$ cat src/rtl/mul_arbiter.sv
// ---------------------------------------------------------------------------
// MulArbiter (module mul_arbiter)
//
// Purpose:
//   Shares one 32x32 signed multiplier between two requesters.  Only one
//   operation is in flight at a time.  A requester presents an operand pair
//   with a valid/ready handshake; the arbiter picks a winner, computes the
//   exact 64-bit signed product and hands it back on that requester's
//   response channel, holding it stable until the requester takes it.
//
//   Contended grants alternate between the two requesters.  The very first
//   contended grant after reset goes to the requester selected by PRIO.
//
// Configuration:
//   MUL_ARB_PIPE_EN  When defined, the multiply is split over two cycles
//                    (CALC registers two partial products, CALC2 sums them),
//                    adding one cycle of latency.  When undefined, the full
//                    product is formed and registered in CALC.
//
// Parameters:
//   PRIO        requester id (0 or 1) that wins the first contended grant
//
// Ports:
//   clk         clock, all state changes on the rising edge
//   rst         asynchronous active-high reset
//   req0_valid  requester 0 has an operand pair pending
//   req0_ready  requester 0 operand pair accepted this cycle
//   req0_a/b    requester 0 signed 32-bit operands
//   req1_*      same for requester 1
//   rsp0_valid  product for requester 0 is presented
//   rsp0_ready  requester 0 consumes its product
//   rsp0_prod   signed 64-bit product for requester 0 (0 when not presented)
//   rsp1_*      same for requester 1
//   busy        high whenever the FSM is not IDLE
// ---------------------------------------------------------------------------
module mul_arbiter #(
    parameter int PRIO = 0
) (
    input  logic        clk,
    input  logic        rst,

    input  logic        req0_valid,
    output logic        req0_ready,
    input  logic [31:0] req0_a,
    input  logic [31:0] req0_b,

    input  logic        req1_valid,
    output logic        req1_ready,
    input  logic [31:0] req1_a,
    input  logic [31:0] req1_b,

    output logic        rsp0_valid,
    input  logic        rsp0_ready,
    output logic [63:0] rsp0_prod,

    output logic        rsp1_valid,
    input  logic        rsp1_ready,
    output logic [63:0] rsp1_prod,

    output logic        busy
);

    typedef enum logic [1:0] {
        IDLE  = 2'd0,
        CALC  = 2'd1,
        RESP  = 2'd2,
        CALC2 = 2'd3
    } state_t;

    // Requester id that must win the first contended grant after reset.
    localparam logic PRIO_ID = (PRIO != 0);

    state_t      state;
    state_t      state_nxt;

    logic        last_grant;
    logic        cur_id;
    logic        grant_id;
    logic        accept;

    logic [31:0] op_a;
    logic [31:0] op_b;
    logic [63:0] result;
    logic [63:0] a_ext;

    // Sign-extending both operands to 64 bits and keeping the low 64 bits of
    // the unsigned product gives the exact two's-complement signed product,
    // including the -2^31 x -2^31 corner.
    assign a_ext = {{32{op_a[31]}}, op_a};

`ifdef MUL_ARB_PIPE_EN
    // Split b into an unsigned low half and a signed high half:
    //   b = b_hi * 2^16 + b_lo
    // so a*b = a*b_lo + (a*b_hi << 16), all modulo 2^64.
    logic [63:0] part_lo;
    logic [63:0] part_hi;
    logic [63:0] part_lo_nxt;
    logic [63:0] part_hi_nxt;

    assign part_lo_nxt = a_ext * {48'd0, op_b[15:0]};
    assign part_hi_nxt = a_ext * {{48{op_b[31]}}, op_b[31:16]};
`else
    logic [63:0] b_ext;
    logic [63:0] product;

    assign b_ext   = {{32{op_b[31]}}, op_b};
    assign product = a_ext * b_ext;
`endif

    // Grant selection: a lone requester always wins; when both are valid the
    // one that was not granted last wins.  Reset loads last_grant with the
    // opposite of PRIO so that PRIO takes the first contended grant.
    always_comb begin
        if (req0_valid && req1_valid) begin
            grant_id = ~last_grant;
        end else begin
            grant_id = req1_valid;
        end
    end

    // State register.
    always_ff @(posedge clk or posedge rst) begin
        if (rst) begin
            state <= IDLE;
        end else begin
            state <= state_nxt;
        end
    end

    // Next-state and handshake outputs.  The request readies are only ever
    // raised in IDLE for the granted requester; they are additionally masked
    // by rst because the state register is IDLE throughout reset and the
    // handshake must stay quiet until reset is released.
    always_comb begin
        state_nxt  = state;
        accept     = 1'b0;
        req0_ready = 1'b0;
        req1_ready = 1'b0;
        rsp0_valid = 1'b0;
        rsp1_valid = 1'b0;

        case (state)
            IDLE: begin
                accept     = !rst && (grant_id ? req1_valid : req0_valid);
                req0_ready = accept && !grant_id;
                req1_ready = accept &&  grant_id;
                if (accept) begin
                    state_nxt = CALC;
                end
            end

            CALC: begin
`ifdef MUL_ARB_PIPE_EN
                state_nxt = CALC2;
`else
                state_nxt = RESP;
`endif
            end

            CALC2: begin
`ifdef MUL_ARB_PIPE_EN
                state_nxt = RESP;
`else
                state_nxt = IDLE;
`endif
            end

            RESP: begin
                rsp0_valid = !cur_id;
                rsp1_valid =  cur_id;
                if (cur_id ? rsp1_ready : rsp0_ready) begin
                    state_nxt = IDLE;
                end
            end

            default: begin
                state_nxt = IDLE;
            end
        endcase
    end

    // Operand capture, grant bookkeeping and the multiply datapath.  Operands
    // and the requester id are latched on accept; the product is registered
    // while in CALC (or built from partial products across CALC/CALC2).  The
    // result register is only ever read while in RESP, so it needs no
    // explicit clear between operations.
    always_ff @(posedge clk or posedge rst) begin
        if (rst) begin
            op_a       <= '0;
            op_b       <= '0;
            cur_id     <= 1'b0;
            last_grant <= ~PRIO_ID;
            result     <= '0;
`ifdef MUL_ARB_PIPE_EN
            part_lo    <= '0;
            part_hi    <= '0;
`endif
        end else begin
            if (accept) begin
                op_a       <= grant_id ? req1_a : req0_a;
                op_b       <= grant_id ? req1_b : req0_b;
                cur_id     <= grant_id;
                last_grant <= grant_id;
            end
`ifdef MUL_ARB_PIPE_EN
            if (state == CALC) begin
                part_lo <= part_lo_nxt;
                part_hi <= part_hi_nxt;
            end
            if (state == CALC2) begin
                result <= part_lo + (part_hi << 16);
            end
`else
            if (state == CALC) begin
                result <= product;
            end
`endif
        end
    end

    // Products are only driven on the channel that currently holds a valid
    // response; the other channel reads as zero.
    assign rsp0_prod = rsp0_valid ? result : 64'd0;
    assign rsp1_prod = rsp1_valid ? result : 64'd0;
    assign busy      = (state != IDLE);

endmodule

$ cat config.mk
export PLATFORM = sky130hd
export DESIGN_NAME = mul_arbiter
export DESIGN_NICKNAME = d
export VERILOG_FILES = /design/src/rtl/mul_arbiter.sv
export SDC_FILE = /design/constraint.sdc
export NUM_CORES = 2
export LEC_CHECK = 0
export ABC_AREA = 1
export BUFFER_PORTS_ARGS = -buffer_cell sky130_fd_sc_hd__buf_2
export CAP_MARGIN = 5
export CORE_MARGIN = 5
export CORE_UTILIZATION = 55
export DETAILED_ROUTE_END_ITERATION = 12
export GPL_ROUTABILITY_DRIVEN = 1
export PLACE_DENSITY = 0.73
export SETUP_SLACK_MARGIN = 0.02
export SLEW_MARGIN = 40
export SYNTH_ARGS = -nofsm -noshare
export SYNTH_HDL_FRONTEND = slang
export SYNTH_SLANG_ARGS = --single-unit
$ cat constraint.sdc
create_clock -name clk -period 8.6 [get_ports clk]
set_input_delay 0.43 -clock clk [delete_from_list [all_inputs] [get_ports clk]]
set_output_delay 0.43 -clock clk [all_outputs]
set_load 0.005 [all_outputs]
### Yosys cells after proc, flatten, opt, wreduce, memory -nomap -nowiden

Cells that the tools add are included.

| word-level totals | value |
|---|---|
| register bits after elaboration | 132 |
| input bits | 134 |
| output and inout port bits | 133 |
| logic and storage cells | 38 |

| cells by class | value |
|---|---|
| $mul | 1 |
| eq/ne operators | 5 |
| muxes and demuxes | 15 |
| bitwise operators | 1 |
| reduce and logical (&&, ||, !) cells | 10 |

Operators by type and width:

| cell | count |
|---|---|
| 64-bit two-way mux | 2 |
| 32-bit by 32-bit multiplier with 64-bit output | 1 |
| 32-bit two-way mux | 2 |
| 1-bit two-way mux | 8 |
| 2-bit one-hot mux with 4 select lines | 1 |
| 2-bit equality test, second input constant | 2 |
| 1-bit logical AND | 4 |
| 2-bit two-way mux | 2 |
| 2-bit != test, second input constant | 2 |
| 1-bit zero test | 3 |
| 2-bit by 1-bit equality test with 1-bit output, second input constant | 1 |
| 2-bit zero test | 1 |
| 2-bit AND reduction | 1 |
| 2-bit nonzero test | 1 |
| 1-bit NOT | 1 |

### Depth between registers and ports, before layout

| logic depth | value |
|---|---|
| word-level depth | 6 |
| gate-level depth with buffers | 34 |
| mapped depth without buffers | 32 |

### Worst setup path after synthesis

OpenSTA, ideal clock, no wires.

| timing path | value |
|---|---|
| path kind | reg2reg |
| start point | register op_a[31] |
| end point | register result[54] |
| library setup time | 118 ps |
| arrival time | 7070 ps |
| required time | 8482 ps |
| path slack | 1412 ps |
| stages on the path, launching flop included | 31 |
| buffers on the path | 2 |
| clock period less this slack | 7188 ps |
| path through | dfrtp_1 > clkbuf_1 > clkbuf_1 > nand2_1 > inv_1 > fa_1 > inv_1 > fa_1 > inv_1 > fa_1 > fa_1 > inv_1 > fa_1 > inv_1 > fa_1 > inv_1 > fa_1 > fa_1 > inv_1 > ha_1 > nand2_2 > nor2_2 > inv_1 > nor2_2 > nand2_1 > nor3_1 > nand2_1 > nand3_1 > nand2_1 > nand3_1 > nand2_1 |

| between the ends | value |
|---|---|
| cells in the longest elaborated chain, start to end | 1 |

Ends and longest elaborated chain:

| what | line | RTL |
|---|---|---|
| from (decl) | 81 | `logic [31:0] op_a;` |
| from (signal assigned) | 200 | `op_a <= grant_id ? req1_a : req0_a;` |
| 32-bit by 32-bit multiplier with 64-bit output | 107 | `assign product = a_ext * b_ext;` |
| to (signal assigned) | 215 | `result <= product;` |
| to (decl) | 83 | `logic [63:0] result;` |

Every way passes these cells.
A chain may end at the register's enable or synchronous reset.

### Worst setup path in the final report

| timing path | value |
|---|---|
| start point | register op_b[4] |
| end point | register result[51] |

| between the ends | value |
|---|---|
| cells in the longest elaborated chain, start to end | 1 |

Ends and longest elaborated chain:

| what | line | RTL |
|---|---|---|
| from (decl) | 82 | `logic [31:0] op_b;` |
| from (signal assigned) | 201 | `op_b <= grant_id ? req1_b : req0_b;` |
| 32-bit by 32-bit multiplier with 64-bit output | 107 |  |

Every way passes these cells.

==> results.md <==
* Layout Area Growth over Synthesis at 7.07%
* Worst-case headroom to the max-slew limit at 0.387
* TritonCTS clock tree: done
* Average instance area after synthesis at 7.63 sq um
* Clock Latency Late Sink at 500 ps
* Type of the worst min-delay path: in -> async
* Worst R2R Path Depth at 22
* Final worst clock skew at 21.3 ps
* TNS Setup at 0 ps
* Status: finished, final reports clean
* Routed len/inst at 18.2 microns
* Number of hold violations in the final report at 0
* Critical path startpoint category: register
* Capture point of the worst reg-to-reg path: result[51]$_DFFE_PP0N_
* Arrival time at the worst endpoint at 8400 ps
* Total via count after detailed routing at 36600
* Number of warnings printed during yosys synthesis at 0
* Starting utilization of the core area at 0.552
* Clock transition time at the flip-flop clock pins of the worst setup and hold paths at 80 ps
* Sink Count at 132
* Area of the mapped netlist at 45100 sq um
* HPWL after detailed placement at 111 mm
* Crit path time final at 8020 ps
* Flip-flop and latch count after synthesis at 132
* Detailed-route vias per instance at 5.15
* Post-CTS setup buffers at 0
* Total number of nets in the final design at 7427
* Critical Setup Path Class: reg -> reg
* Floorplan die area at 87900 sq um
* Post-Syn Nets at 7313
* Proportion of netlist area held by the largest area contributor at 0.480
* Setup violations, final at 0
* Setup repair after global routing missed its margin: no
* Number of pins exceeding their max-slew limit in the final report at 0
* Critical register-to-register path startpoint: op_b[4]$_DFFE_PP0P_
* Crit path capture: result[51]$_DFFE_PP0N_
* Remaining DRCs at 0
* Part of the Yosys area used for sequential elements at 0.0732
* Io pins at 267
* Total global routing overflow at 0
* Slew of the pin with the lowest slew margin at 920 ps
* Total length of routed wires at 130 mm
* Largest fanout on the critical path at 18
* Post-place instance area at 47700 sq um
* Number of library cell types mapped by synthesis at 37
* Count of mapped cells out of synthesis at 5913
* Placer's final routability congestion estimate at 0.997
* Via count of the first global-routing pass at 39400
* Starting DRT DRC Count at 2797
* Most used DFF post-synth: dfrtp_1
* List of most frequent post-synthesis cells: inv_1, nand2_1, fa_1, clkbuf_1, nor2_1
* Global-route wire length before repair at 210 mm
* End-of-flow core utilization at 0.591
* Count of nets left with antenna violations after detail routing at 0
* Global routing usage summed across all routing layers at 0.308
* Source of the critical timing path: op_b[4]$_DFFE_PP0P_
* First drt pass iteration count at 6
* Required time at the endpoint of the critical path at 8970 ps
* Floorplan die width at 296 microns
* Most frequently used cell type in the post-synthesis netlist: inv_1
* CTS HTree Levels at 4
* Fraction of final layout cells sized beyond drive strength 1 at 0.0836
* Number of buffer cells added on primary ports at 266
* Number of buffers inserted by hold repair at cts at 0
* Tcrit/Tclk final at 0.933
* Num CTS Buffers at 17
* Number of antenna violations at the first check in global routing at 1
* Leading cell types by total area after synthesis: fa_1, inv_1, nand2_1
* Height of the die at 296 microns
* Standard-cell row count at 105
* Area inside the core boundary at 81700 sq um
* Cell type with the highest aggregate area in the netlist: fa_1
* Capturing element type of the critical path: register
* Root cell of the clock tree: clkbuf_16
* Max Clock Freq at 0.125 GHz
* Filler cell count at 7437
* Post-Layout Inst Area at 48300 sq um
* Number of gates resized after cts at 0
* Post-synth EDFFs at 0
* Max-capacitance violation count at 0
* Maximum number of pins on one net before global-route repair at 86
* Internal reg-to-reg setup slack at 580 ps
* Maximum buffer depth of the clock tree at 2
* Proportion of synthesized flip-flops having asynchronous set or reset at 1.00
worst min path at each step:
stage	from	end	slack (ps)	depth (start not counted)
2_1_floorplan	result[55]$_DFFE_PP0N_	result[55]$_DFFE_PP0N_	450	2
3_3_place_gp	result[51]$_DFFE_PP0N_	result[51]$_DFFE_PP0N_	470	2
3_5_place_dp	result[51]$_DFFE_PP0N_	result[51]$_DFFE_PP0N_	470	2
4_1_cts	rst	result[59]$_DFFE_PP0N_	70	2
5_1_grt	rst	state[1]$_DFFE_PP0P_	100	2
6_report	rst	state[1]$_DFFE_PP0P_	30	2
sequential cells by signal, summed over array words and instances, names as in the netlist:
name	count
cur_id	1
state	2
last_grant	1
op_b	32
op_a	32
result	64
area by class of cell:
| type | count | area, sq um | area share |
|---|---|---|---|
| diodes | 1 | 2.50 | 0.0000518 |
| clock buffers | 17 | 425 | 0.00881 |
| clock inverters | 15 | 180 | 0.00373 |
| inverters | 1801 | 6770 | 0.140 |
| multi-input cells | 3684 | 33900 | 0.702 |
| flip-flops and latches | 132 | 3320 | 0.0687 |
| well taps | 1070 | 1340 | 0.0277 |
| repair buffers | 391 | 2340 | 0.0484 |
through the flow:
stage	worst slack [ps]	instances	hold slack, ps
3_3_place_gp	755	7077	469
6_report	578	7111	26.0
3_5_place_dp	735	7077	466
4_1_cts	694	7109	67.3
2_1_floorplan	1410	5913	449
5_1_grt	336	7110	103
metal layers:
layer  track usage  vias up  part of all wire
li1              -    16500                 -
met1         0.381    18300              0.37
met2         0.543     1448              0.51
met3        0.0436      337             0.069
met4         0.138        0             0.052
met5             0        -                 0
cell usage in the layout (no fill, tap or decap), types with 8 or more instances in the layout:
| cell | netlist | layout |
|---|---|---|
| o211ai_1 | 8 | 8 |
| nand2_2 | 12 | 12 |
| dfrtp_1 | 131 | 118 |
| a21oi_1 | 58 | 58 |
| buf_2 | 18 | 266 |
| clkbuf_16 | 0 | 17 |
| nand3_2 | 18 | 18 |
| o21ai_0 | 55 | 55 |
| buf_4 | 0 | 119 |
| nand3_1 | 160 | 160 |
| o21bai_1 | 8 | 8 |
| xnor2_1 | 17 | 17 |
| fa_1 | 1082 | 1082 |
| ha_1 | 184 | 184 |
| nor2_1 | 239 | 237 |
| nand4_1 | 19 | 19 |
| nor2_2 | 18 | 18 |
| inv_1 | 1797 | 1793 |
| dfrtp_2 | 0 | 13 |
| nand2_1 | 1762 | 1762 |
cells by family after synthesis:
family                     count (synthesis)  synth area share
AOI/OAI and AO/OA                        142            0.0173
xor gates and xnor gates                  23           0.00446
adders and majority gates               1266             0.531
buffers and inverters                   2097             0.175
DFF                                      132            0.0732
and+or+nand+nor                         2253             0.199
critical path, cell delays in order (launching register included):
cell	delay, ps
dfrtp_1	900
nand2_1	110
inv_1	100
fa_1	470
fa_1	500
fa_1	970
fa_1	530
inv_1	430
fa_1	520
inv_1	90
fa_1	410
fa_1	540
fa_1	430
ha_1	460
nand2_1	90
inv_1	140
nand3_1	220
nor2_1	180
nand3_1	170
nand3_1	240
nand2_1	180
nand3_1	120
nand2_1	70
Power is left out: the tool's default activity adds up to more than one toggle a clock period on the data nets, which glitch-free logic cannot reach.
